<file path="config.mk">
export PLATFORM = sky130hd
export DESIGN_NAME = bus_arbiter4
export DESIGN_NICKNAME = d
export VERILOG_FILES = /design/src/rtl/bus_arbiter4_pkg.sv /design/src/rtl/bus_arbiter4_pick.sv /design/src/rtl/bus_arbiter4.sv
export SDC_FILE = /design/constraint.sdc
export NUM_CORES = 1
export LEC_CHECK = 0
export CAP_MARGIN = 0
export CORE_AREA = 2 2 49 51
export CTS_CLUSTER_SIZE = 25
export DETAILED_ROUTE_END_ITERATION = 8
export DIE_AREA = 0 0 51 53
export GPL_TIMING_DRIVEN = 0
export PLACE_DENSITY = 0.65
export SLEW_MARGIN = 10
export SYNTH_ARGS = -nofsm -noshare
export SYNTH_HDL_FRONTEND = slang
export SYNTH_SLANG_ARGS = --single-unit
</file>
<file path="constraint.sdc">
create_clock -name clk -period 2.2 [get_ports clk]
set_input_delay 0.44 -clock clk [delete_from_list [all_inputs] [get_ports clk]]
set_output_delay 0.44 -clock clk [all_outputs]
set_load 0.005 [all_outputs]
</file>
<file path="src/rtl/bus_arbiter4_pkg.sv">
// Shared definitions for the four-way round-robin bus arbiter:
// one-hot select codes, FSM state encoding and the index-to-select helper.
package bus_arbiter4_pkg;

    localparam int unsigned NREQ = 4;
    localparam int unsigned PW   = 2;

    localparam logic [NREQ-1:0] SEL_NONE = 4'b0000;
    localparam logic [NREQ-1:0] SEL0     = 4'b0001;
    localparam logic [NREQ-1:0] SEL1     = 4'b0010;
    localparam logic [NREQ-1:0] SEL2     = 4'b0100;
    localparam logic [NREQ-1:0] SEL3     = 4'b1000;

    typedef enum logic {
        ST_IDLE = 1'b0,
        ST_OWN  = 1'b1
    } state_t;

    // Binary requester index to its one-hot mux select code.
    function automatic logic [NREQ-1:0] onehot(input logic [PW-1:0] idx);
        return NREQ'(SEL0 << idx);
    endfunction

endpackage

</file>
<file path="src/rtl/bus_arbiter4_pick.sv">
// Combinational round-robin picker: first set request scanning
// last_ptr+1, +2, +3, +0 (mod 4).
module rr_pick4
    import bus_arbiter4_pkg::*;
(
    input  logic [NREQ-1:0] req,
    input  logic [PW-1:0]   last_ptr,
    output logic [PW-1:0]   pick,
    output logic            any
);

    logic [PW-1:0] idx;

    always_comb begin
        pick = '0;
        any  = 1'b0;
        idx  = '0;
        for (int k = 1; k <= 4; k++) begin
            idx = PW'(last_ptr + PW'(k));
            if (!any && req[idx]) begin
                pick = idx;
                any  = 1'b1;
            end
        end
    end

endmodule

</file>
<file path="src/rtl/bus_arbiter4.sv">
// Round-robin arbiter driving the registered one-hot select of a shared 4:1 bus mux,
// with a bounded hold time per owner while others wait.
module bus_arbiter4
    import bus_arbiter4_pkg::*;
#(
    parameter int unsigned MAX_HOLD = 8,
    parameter int unsigned CW       = 4
) (
    input  logic            clk,
    input  logic            reset,
    input  logic [NREQ-1:0] req,
    output logic [NREQ-1:0] grant,
    output logic            busy,
    output logic [PW-1:0]   owner,
    output logic            preempt
);

    localparam logic [CW-1:0] HOLD_LAST = CW'(MAX_HOLD - 1);

    state_t          state, state_nx;
    logic [NREQ-1:0] grant_nx;
    logic [PW-1:0]   owner_nx;
    logic [PW-1:0]   last_ptr, last_ptr_nx;
    logic [CW-1:0]   hold_cnt, hold_cnt_nx;
    logic            preempt_nx;

    logic [NREQ-1:0] others;
    logic [NREQ-1:0] pick_req;
    logic [PW-1:0]   pick_ptr;
    logic [PW-1:0]   pick;
    logic            pick_any;

    // In OWN the scan starts after the current owner and never includes it.
    assign others   = req & ~grant;
    assign pick_req = (state == ST_OWN) ? others : req;
    assign pick_ptr = (state == ST_OWN) ? owner  : last_ptr;

    rr_pick4 u_pick (
        .req      (pick_req),
        .last_ptr (pick_ptr),
        .pick     (pick),
        .any      (pick_any)
    );

    always_ff @(posedge clk) begin
        if (reset) begin
            state    <= ST_IDLE;
            grant    <= SEL_NONE;
            busy     <= 1'b0;
            owner    <= '0;
            last_ptr <= PW'(3);
            hold_cnt <= '0;
            preempt  <= 1'b0;
        end else begin
            state    <= state_nx;
            grant    <= grant_nx;
            busy     <= (grant_nx != SEL_NONE);
            owner    <= owner_nx;
            last_ptr <= last_ptr_nx;
            hold_cnt <= hold_cnt_nx;
            preempt  <= preempt_nx;
        end
    end

    always_comb begin
        state_nx    = state;
        grant_nx    = grant;
        owner_nx    = owner;
        last_ptr_nx = last_ptr;
        hold_cnt_nx = hold_cnt;
        preempt_nx  = 1'b0;

        case (state)
            ST_IDLE: begin
                if (pick_any) begin
                    state_nx    = ST_OWN;
                    grant_nx    = onehot(pick);
                    owner_nx    = pick;
                    hold_cnt_nx = '0;
                end
            end
            ST_OWN: begin
                if (!req[owner]) begin
                    last_ptr_nx = owner;
                    hold_cnt_nx = '0;
                    if (pick_any) begin
                        grant_nx = onehot(pick);
                        owner_nx = pick;
                    end else begin
                        state_nx = ST_IDLE;
                        grant_nx = SEL_NONE;
                    end
                end else if (pick_any && hold_cnt == HOLD_LAST) begin
                    last_ptr_nx = owner;
                    grant_nx    = onehot(pick);
                    owner_nx    = pick;
                    hold_cnt_nx = '0;
                    preempt_nx  = 1'b1;
                end else if (hold_cnt != HOLD_LAST) begin
                    hold_cnt_nx = hold_cnt + CW'(1);
                end
            end
            default: begin
                state_nx = ST_IDLE;
                grant_nx = SEL_NONE;
            end
        endcase
    end

endmodule
</file>
==> results of run 1 <==
## synthesized netlist by cell type (all sizes together), types with 3 or more instances
| cell | number |
|---|---|
| dfxtp | 15 |
| nand2 | 9 |
| a21oi | 6 |
| inv | 6 |
| nor3 | 6 |
| o211ai | 6 |
| nand4 | 5 |
| nor2 | 5 |
| nand2b | 4 |
| o21ai | 4 |
| o31ai | 4 |
| buf | 3 |
## layout make-up
type,instances,area (µm²),share of cell area (%)
Inverter,6,22.5,1.97
Multi-Input combinational cell,81,603,52.6
Timing Repair Buffer,15,143,12.4
Buffer,3,16.3,1.42
Sequential cell,15,300,26.2
Tap cell,28,35.0,3.06
Clock buffer,4,26.3,2.29
## cell families (layout without fill, tap and decap cells)
logic type,after synthesis,after routing
XOR/XNOR,2,2
flip-flops,15,15
AO/OA/AOI/OAI,34,34
AND/OR/NAND/NOR,42,42
buffers and inverters,9,28
multiplexers,2,2
adder cells (fa/ha/maj),1,1
## layout by cell type (no fill, tap or decap), drive strengths merged, types with 2 or more instances in the layout
master / count
a221o: 2
o21ai: 4
xor2: 2
a21oi: 6
nor3: 6
nand2b: 4
a31oi: 2
or3b: 2
o31ai: 4
o211ai: 6
nand2: 9
clkbuf: 4
nand4: 5
clkdlybuf4s50: 12
o41ai: 2
buf: 6
inv: 6
a21boi: 2
dfxtp: 15
nor2: 5
## stage by stage
| stage | setup TNS [ps] | setup WS, ps | utilization [%] | instances | hold slack [ps] |
|---|---|---|---|---|---|
| 3_5_place_dp | -1890 | -303 | 50.1 | 145 | 466 |
| 2_1_floorplan | 0 | 397 | - | 105 | 444 |
| 5_1_grt | -16.3 | -8.61 | 53.3 | 152 | 509 |
| 6_report | 0 | 35.9 | 53.3 | 152 | 476 |
| 4_1_cts | 0 | 17.6 | 51.9 | 149 | 479 |
| 3_3_place_gp | -1510 | -250 | 50.1 | 145 | 456 |
## registers in the layout, summed over array words and instances (netlist names)
| name | count |
|---|---|
| state | 1 |
| grant | 4 |
| hold_cnt | 4 |
| preempt | 1 |
| busy | 1 |
| owner | 2 |
| last_ptr | 2 |
## metal layers
| metal | global-route usage, % | wire [µm] | vias up | part of all wire, % |
|---|---|---|---|---|
| li1 | - | - | 443 | - |
| met1 | 25.2 | 1110 | 443 | 47 |
| met2 | 27.5 | 1100 | 28 | 47 |
| met3 | 2.82 | 99 | 7 | 4.2 |
| met5 | 0 | 0 | - | 0 |
| met4 | 12.2 | 62 | 0 | 2.6 |
## repair_timing
item,in CTS,in global routing
cloned,0,0
buffers inserted,0,3
pin swaps,0,1
gates resized for setup,1,1
endpoints found under the setup margin,1,3
## where the power goes
part	switching [W]	internal [W]	total (W)
logic	0.000138	0.000124	0.000262
clock network	0.000100	0.0000708	0.000171
registers	0.0000394	0.000300	0.000340
## worst max path at each step
stage / startpoint / endpoint / slack (ps) / cells past startpoint
3_3_place_gp: req[1] / grant[3]$_SDFF_PP0_ / -250 / 6
4_1_cts: req[3] / grant[2]$_SDFF_PP0_ / 20 / 6
2_1_floorplan: owner[1]$_SDFFE_PP0P_ / hold_cnt[1]$_SDFFE_PP0P_ / 400 / 5
6_report: req[1] / grant[2]$_SDFF_PP0_ / 40 / 6
5_1_grt: req[1] / grant[2]$_SDFF_PP0_ / -9 / 6
3_5_place_dp: req[1] / grant[2]$_SDFF_PP0_ / -300 / 6
## worst max-delay path: stages
cell	delay, ps
sky130_fd_sc_hd__clkdlybuf4s50_1	590
sky130_fd_sc_hd__nor2_1	120
sky130_fd_sc_hd__o221ai_4	340
sky130_fd_sc_hd__o21ai_1	240
sky130_fd_sc_hd__a221o_1	440
sky130_fd_sc_hd__o31ai_1	210
==> impl_summary.log, run 1 <==
[metrics] mean post-synth cell area: 8.78 µm²
[metrics] element type at the critical path start: input pin
[metrics] Period Utilization, post-route: 98.4%
[metrics] hold_sp: hold_cnt[1]$_SDFFE_PP0P_
[metrics] worst endpoint data arrival time: 2380 ps
[metrics] Antenna Violating Nets Remaining: 0
[metrics] clock tree root driver cell: sky130_fd_sc_hd__clkbuf_4
[metrics] reg-to-reg slack, setup: 220 ps
[metrics] post-route cell area: 1150 µm²
[metrics] Total Wirelength: 2.37 mm
[metrics] mux contribution to synthesized area: 3.53%
[metrics] terminus of the critical flop-to-flop path: grant[2]$_SDFF_PP0_
[metrics] dominant combinational cell family by area after synthesis: compound AO/OA/AOI/OAI gates
[metrics] overall die height: 53 µm
[metrics] Post-CTS Hold Fix Bufs: 0
[metrics] number of antenna violations at the first check in global routing: 0
[metrics] total count of max-transition violations in the final report: 0
[metrics] maximum root-to-sink buffer count: 2
[metrics] final estimated routing congestion in global placement: 0.801
[metrics] global route overflow: 0
[metrics] clock sink count: 15
[metrics] post-detailed-route DRC marker count: 0
[metrics] startpoint of the most critical register-to-register path: owner[1]$_SDFFE_PP0P_
[metrics] number of nets produced by synthesis: 112
[metrics] count of endpoints failing hold in the final timing report: 0
[metrics] Synth area leader: sky130_fd_sc_hd__dfxtp_1
[metrics] top cells by area, synth: sky130_fd_sc_hd__dfxtp_1, sky130_fd_sc_hd__o211ai_1, sky130_fd_sc_hd__nand4_1
[metrics] final setup violating endpoints: 0
[metrics] status: finished, final reports clean
[metrics] share of Yosys cell area claimed by the top area cell type: 32.6%
[metrics] Worst Hold End: hold_cnt[1]$_SDFFE_PP0P_
[metrics] Filler Cell Count: 221
[metrics] Clock Skew: 3.47 ps
[metrics] Crit Path Category: input pin to flip-flop
[metrics] routed wirelength normalized by instance count: 15.6 µm
[metrics] TritonCTS clock tree: done
[metrics] cts bufs inserted: 3
[metrics] Post-synth ARST share: 0%
[metrics] number of warnings issued by yosys: 0
[metrics] maximum level of the CTS H-tree: 1
[metrics] Final #Nets: 132
[metrics] simple-gate area share of the yosys netlist: 27.5%
[metrics] power density relative to cell area: 674 nW/µm²
[metrics] post-synthesis adder-cell area fraction: 1.36%
[metrics] worst slew slack as a fraction of its limit: 69.2%
[metrics] sequential fraction of the synthesis area: 32.6%
[metrics] crit-path max FO: 8
[metrics] clock slew at reported path FFs: 100 ps
[metrics] most used flip-flop cell after synthesis: sky130_fd_sc_hd__dfxtp_1
[metrics] Tot GR Track Use: 18.7%
[metrics] Post-synth EDFFs: 0
[metrics] Fmax: 0.462 GHz
[metrics] wire length of the first global-routing pass: 3.68 mm
[metrics] XOR/XNOR Fraction of Synth Area: 1.90%
[metrics] via count: 921
[metrics] number of global-route vias before repair: 815
[metrics] number of cells on the worst hold path: 2
[metrics] number of violations reported at the end of detailed-routing iteration 0: 20
[metrics] post-synthesis instance total: 105
[metrics] antenna fix cells: 0
[metrics] floorplan row count: 17
[metrics] number of library cell types mapped by synthesis: 47
[metrics] endpoint required time on the critical path: 2410 ps
[metrics] number of max-cap violations: 0
[metrics] Chip Width: 51 µm
[metrics] number of buffers added on ports: 12
[metrics] instance area at placement: 1080 µm²
[metrics] count of cells along the worst register-to-register path: 5
[metrics] Skew-Pair Late Insertion Delay: 300 ps
[metrics] Overall Power: 0.000773 W
[metrics] largest net degree at the start of global routing: 11
[metrics] Leakage Power: 0.434 nW
[metrics] area added between synthesis and finish: 24.3%
[metrics] slew at the pin closest to its max-slew limit: 458 ps
[metrics] number of register bits inferred by synthesis: 15
[metrics] ratio of cells with drive above 1 in the final layout: 14.5%
[metrics] post-synthesis instance area: 922 µm²
[metrics] via count normalized by instance count: 6.06
[metrics] class of the tightest hold or removal check: flip-flop to flip-flop
[metrics] worst supply voltage drop on vdd: 0.409 mV
[metrics] crit path capture type: flip-flop
[metrics] HPWL after DPL: 1.64 mm
[metrics] Synth Area in Compound Gates: 28.9%
[metrics] ports placed on the boundary: 14
[metrics] floorplan die area: 2700 µm²
[metrics] first-pass iteration count of the detailed router: 4
[metrics] Floorplan Core Area: 2150 µm²
[metrics] post-layout minimum cycle time: 2160 ps
[metrics] initial core utilization: 42.9%
(Power assumes the default switching activity.)
==> run 2, diff against run 1 <==
--- a/config.mk
+++ b/config.mk
@@ -6,12 +6,11 @@
 export NUM_CORES = 1
 export LEC_CHECK = 0
 export CAP_MARGIN = 0
-export CORE_AREA = 2 2 49 51
+export CORE_AREA = 2 2 40 69
 export CTS_CLUSTER_SIZE = 25
 export DETAILED_ROUTE_END_ITERATION = 8
-export DIE_AREA = 0 0 51 53
+export DIE_AREA = 0 0 42 71
 export GPL_TIMING_DRIVEN = 0
-export PLACE_DENSITY = 0.65
 export SLEW_MARGIN = 10
 export SYNTH_ARGS = -nofsm -noshare
 export SYNTH_HDL_FRONTEND = slang
==> run 2 against run 1 <==
- wire length shrank 0.38%
- register-to-register slack is essentially flat
- clock-buffer cell count shrank 1
- largest power group unchanged
- combinational power is essentially flat
- non-clock buffer count shrank 2
- die area grew 10%
- sequential cell count is the same
- via count shrank 4.2%
- clock power grew 37%
- power grew 8.7%
- utilization shrank 5.0 points
==> impl_summary.log, run 2 (synthesized netlist as in run 1, its figures left out) <==
[metrics] status: finished, final reports clean
[metrics] power density relative to cell area: 714 nW/µm²
[metrics] number of antenna violations at the first check in global routing: 0
[metrics] maximum level of the CTS H-tree: 1
[metrics] Clock Skew: 5.16 ps
[metrics] startpoint of the most critical register-to-register path: state$_SDFF_PP0_
[metrics] worst slack at placement: -286 ps
[metrics] total count of max-transition violations in the final report: 0
[metrics] count of endpoints failing hold in the final timing report: 0
[metrics] Crit Path Category: input pin to flip-flop
[metrics] power spent charging and discharging nets: 0.000288 W
[metrics] wire length of the first global-routing pass: 4.04 mm
[metrics] final setup violating endpoints: 0
[metrics] Antenna Violating Nets Remaining: 0
[metrics] floorplan row count: 24
[metrics] Floorplan Core Area: 2430 µm²
[metrics] Total Wirelength: 2.36 mm
[metrics] hold_sp: hold_cnt[1]$_SDFFE_PP0P_
[metrics] global route overflow: 0
[metrics] clock sink count: 15
[metrics] Worst setup startpoint: req[0]
[metrics] clock network fraction of design power: 27.9%
[metrics] cts bufs inserted: 3
[metrics] number of global-route vias before repair: 905
[metrics] number of violations reported at the end of detailed-routing iteration 0: 15
[metrics] area added between synthesis and finish: 27.5%
[metrics] part of the total power dissipated in combinational logic: 31.6%
[metrics] largest registers ranked by flip-flop count: grant: 4 flops, hold_cnt: 4 flops
[metrics] Internal: 0.000552 W
[metrics] Tot GR Track Use: 17.7%
[metrics] proportion of total power due to net switching: 34.3%
[metrics] largest net degree at the start of global routing: 11
[metrics] first-pass iteration count of the detailed router: 4
[metrics] post-layout minimum cycle time: 2090 ps
[metrics] number of buffers added on ports: 12
[metrics] worst supply voltage drop on vdd: 0.377 mV
[metrics] Leakage Power: 0.471 nW
[metrics] floorplan die area: 2980 µm²
[metrics] post-detailed-route DRC marker count: 0
[metrics] clock slew at reported path FFs: 70 ps
[metrics] number of max-cap violations: 0
[metrics] HPWL after DPL: 1.84 mm
[metrics] top library cells by usage in the layout, fill and taps aside: sky130_fd_sc_hd__dfxtp_1, sky130_fd_sc_hd__clkdlybuf4s50_1, sky130_fd_sc_hd__nand2_1
[metrics] instance area at placement: 1070 µm²
[metrics] initial core utilization: 37.9%
[metrics] Reg power frac: 40.5%
[metrics] worst slew slack as a fraction of its limit: 72.9%
[metrics] most common library cell in the layout ignoring fill and taps: sky130_fd_sc_hd__dfxtp_1
[metrics] fin worst setup slack: 108 ps
[metrics] Final #Nets: 130
[metrics] element type at the critical path start: input pin
[metrics] antenna fix cells: 0
[metrics] ports placed on the boundary: 14
[metrics] clock tree root driver cell: sky130_fd_sc_hd__clkbuf_8
[metrics] endpoint required time on the critical path: 2370 ps
[metrics] worst endpoint data arrival time: 2260 ps
[metrics] Final Util: 48.4%
[metrics] routed wirelength normalized by instance count: 16.0 µm
[metrics] post-route cell area: 1180 µm²
[metrics] via count normalized by instance count: 5.96
[metrics] class of the tightest hold or removal check: flip-flop to flip-flop
[metrics] Period Utilization, post-route: 95.1%
[metrics] slew at the pin closest to its max-slew limit: 405 ps
[metrics] Post-CTS Hold Fix Bufs: 0
[metrics] via count: 882
[metrics] final estimated routing congestion in global placement: 0.830
[metrics] reg-to-reg slack, setup: 230 ps
[metrics] crit-path max FO: 8
[metrics] crit path capture type: flip-flop
[metrics] Skew-Pair Late Insertion Delay: 260 ps
[metrics] RSZ-0062 raised after global routing: false
[metrics] maximum root-to-sink buffer count: 2
[metrics] overall die height: 71 µm
[metrics] ratio of cells with drive above 1 in the final layout: 16.4%
[metrics] Chip Width: 42 µm
[metrics] Fmax: 0.478 GHz
[metrics] TritonCTS clock tree: done
-- run 2: changes by cell type in the layout (fill, tap and decap cells not counted), moves of 2 or more --
cell                              before  now
sky130_fd_sc_hd__dlymetal6s2s_1        0    3
sky130_fd_sc_hd__clkbuf_4              3    0
sky130_fd_sc_hd__clkbuf_8              0    3
sky130_fd_sc_hd__clkdlybuf4s50_1      12    9
sky130_fd_sc_hd__buf_4                 4    2
-- run 2: final timing paths --
path,depth (start not counted),to
setup / recovery,6,grant[2]$_SDFF_PP0_
hold / removal,2,hold_cnt[1]$_SDFFE_PP0P_
setup reg to reg,6,grant[1]$_SDFF_PP0_
hold reg to reg,2,hold_cnt[1]$_SDFFE_PP0P_
-- run 2: cell type report --
type                       count  area (µm²)
fill                         247        1260
inverter                       6        25.0
buffer                         3        16.3
multi-input combinational     81         621
sequential                    15         300
clock buffer                   3        41.3
timing repair buffer          13         135
tap                           26        32.5
clock inverter                 1        5.00
-- run 2: metal layers --
metal | part of all wire, % | global-route usage, %
met3 | 3.3 | 2.81
met1 | 38 | 18.3
met5 | 0 | 0
met4 | 2.7 | 12.2
met2 | 56 | 31.6
-- run 2: critical path: stages --
cell,delay (ps)
sky130_fd_sc_hd__clkdlybuf4s50_1,460
sky130_fd_sc_hd__mux4_2,570
sky130_fd_sc_hd__inv_4,120
sky130_fd_sc_hd__nand2_4,90
sky130_fd_sc_hd__a221o_1,370
sky130_fd_sc_hd__o31ai_1,210
-- run 2: power groups by stage --
| stage | clock network (W) | registers [W] | logic [W] |
|---|---|---|---|
| CTS | 0.000234 | 0.000340 | 0.000250 |
| floorplan | 0 | 0.000335 | 0.000158 |
| detailed placement | 0 | 0.000345 | 0.000246 |
| global placement | 0 | 0.000344 | 0.000242 |
| finish | 0.000234 | 0.000340 | 0.000265 |
| global route | 0.000243 | 0.000346 | 0.000291 |
-- run 2: repair_timing --
action	4_1_cts	5_1_grt
buffers inserted	0	1
endpoints found under the hold margin	0	0
setup endpoints to repair	2	5
resized for setup	1	8
pin swaps	0	1
-- run 2: stage by stage --
stage,total power (W),hold slack (ps),TNS [ps],instances
floorplan,0.000493,444,0,105
global placement,0.000585,455,-1500,143
detailed placement,0.000590,468,-1750,143
CTS,0.000824,477,0,147
global route,0.000880,504,0,148
finish,0.000840,472,0,148
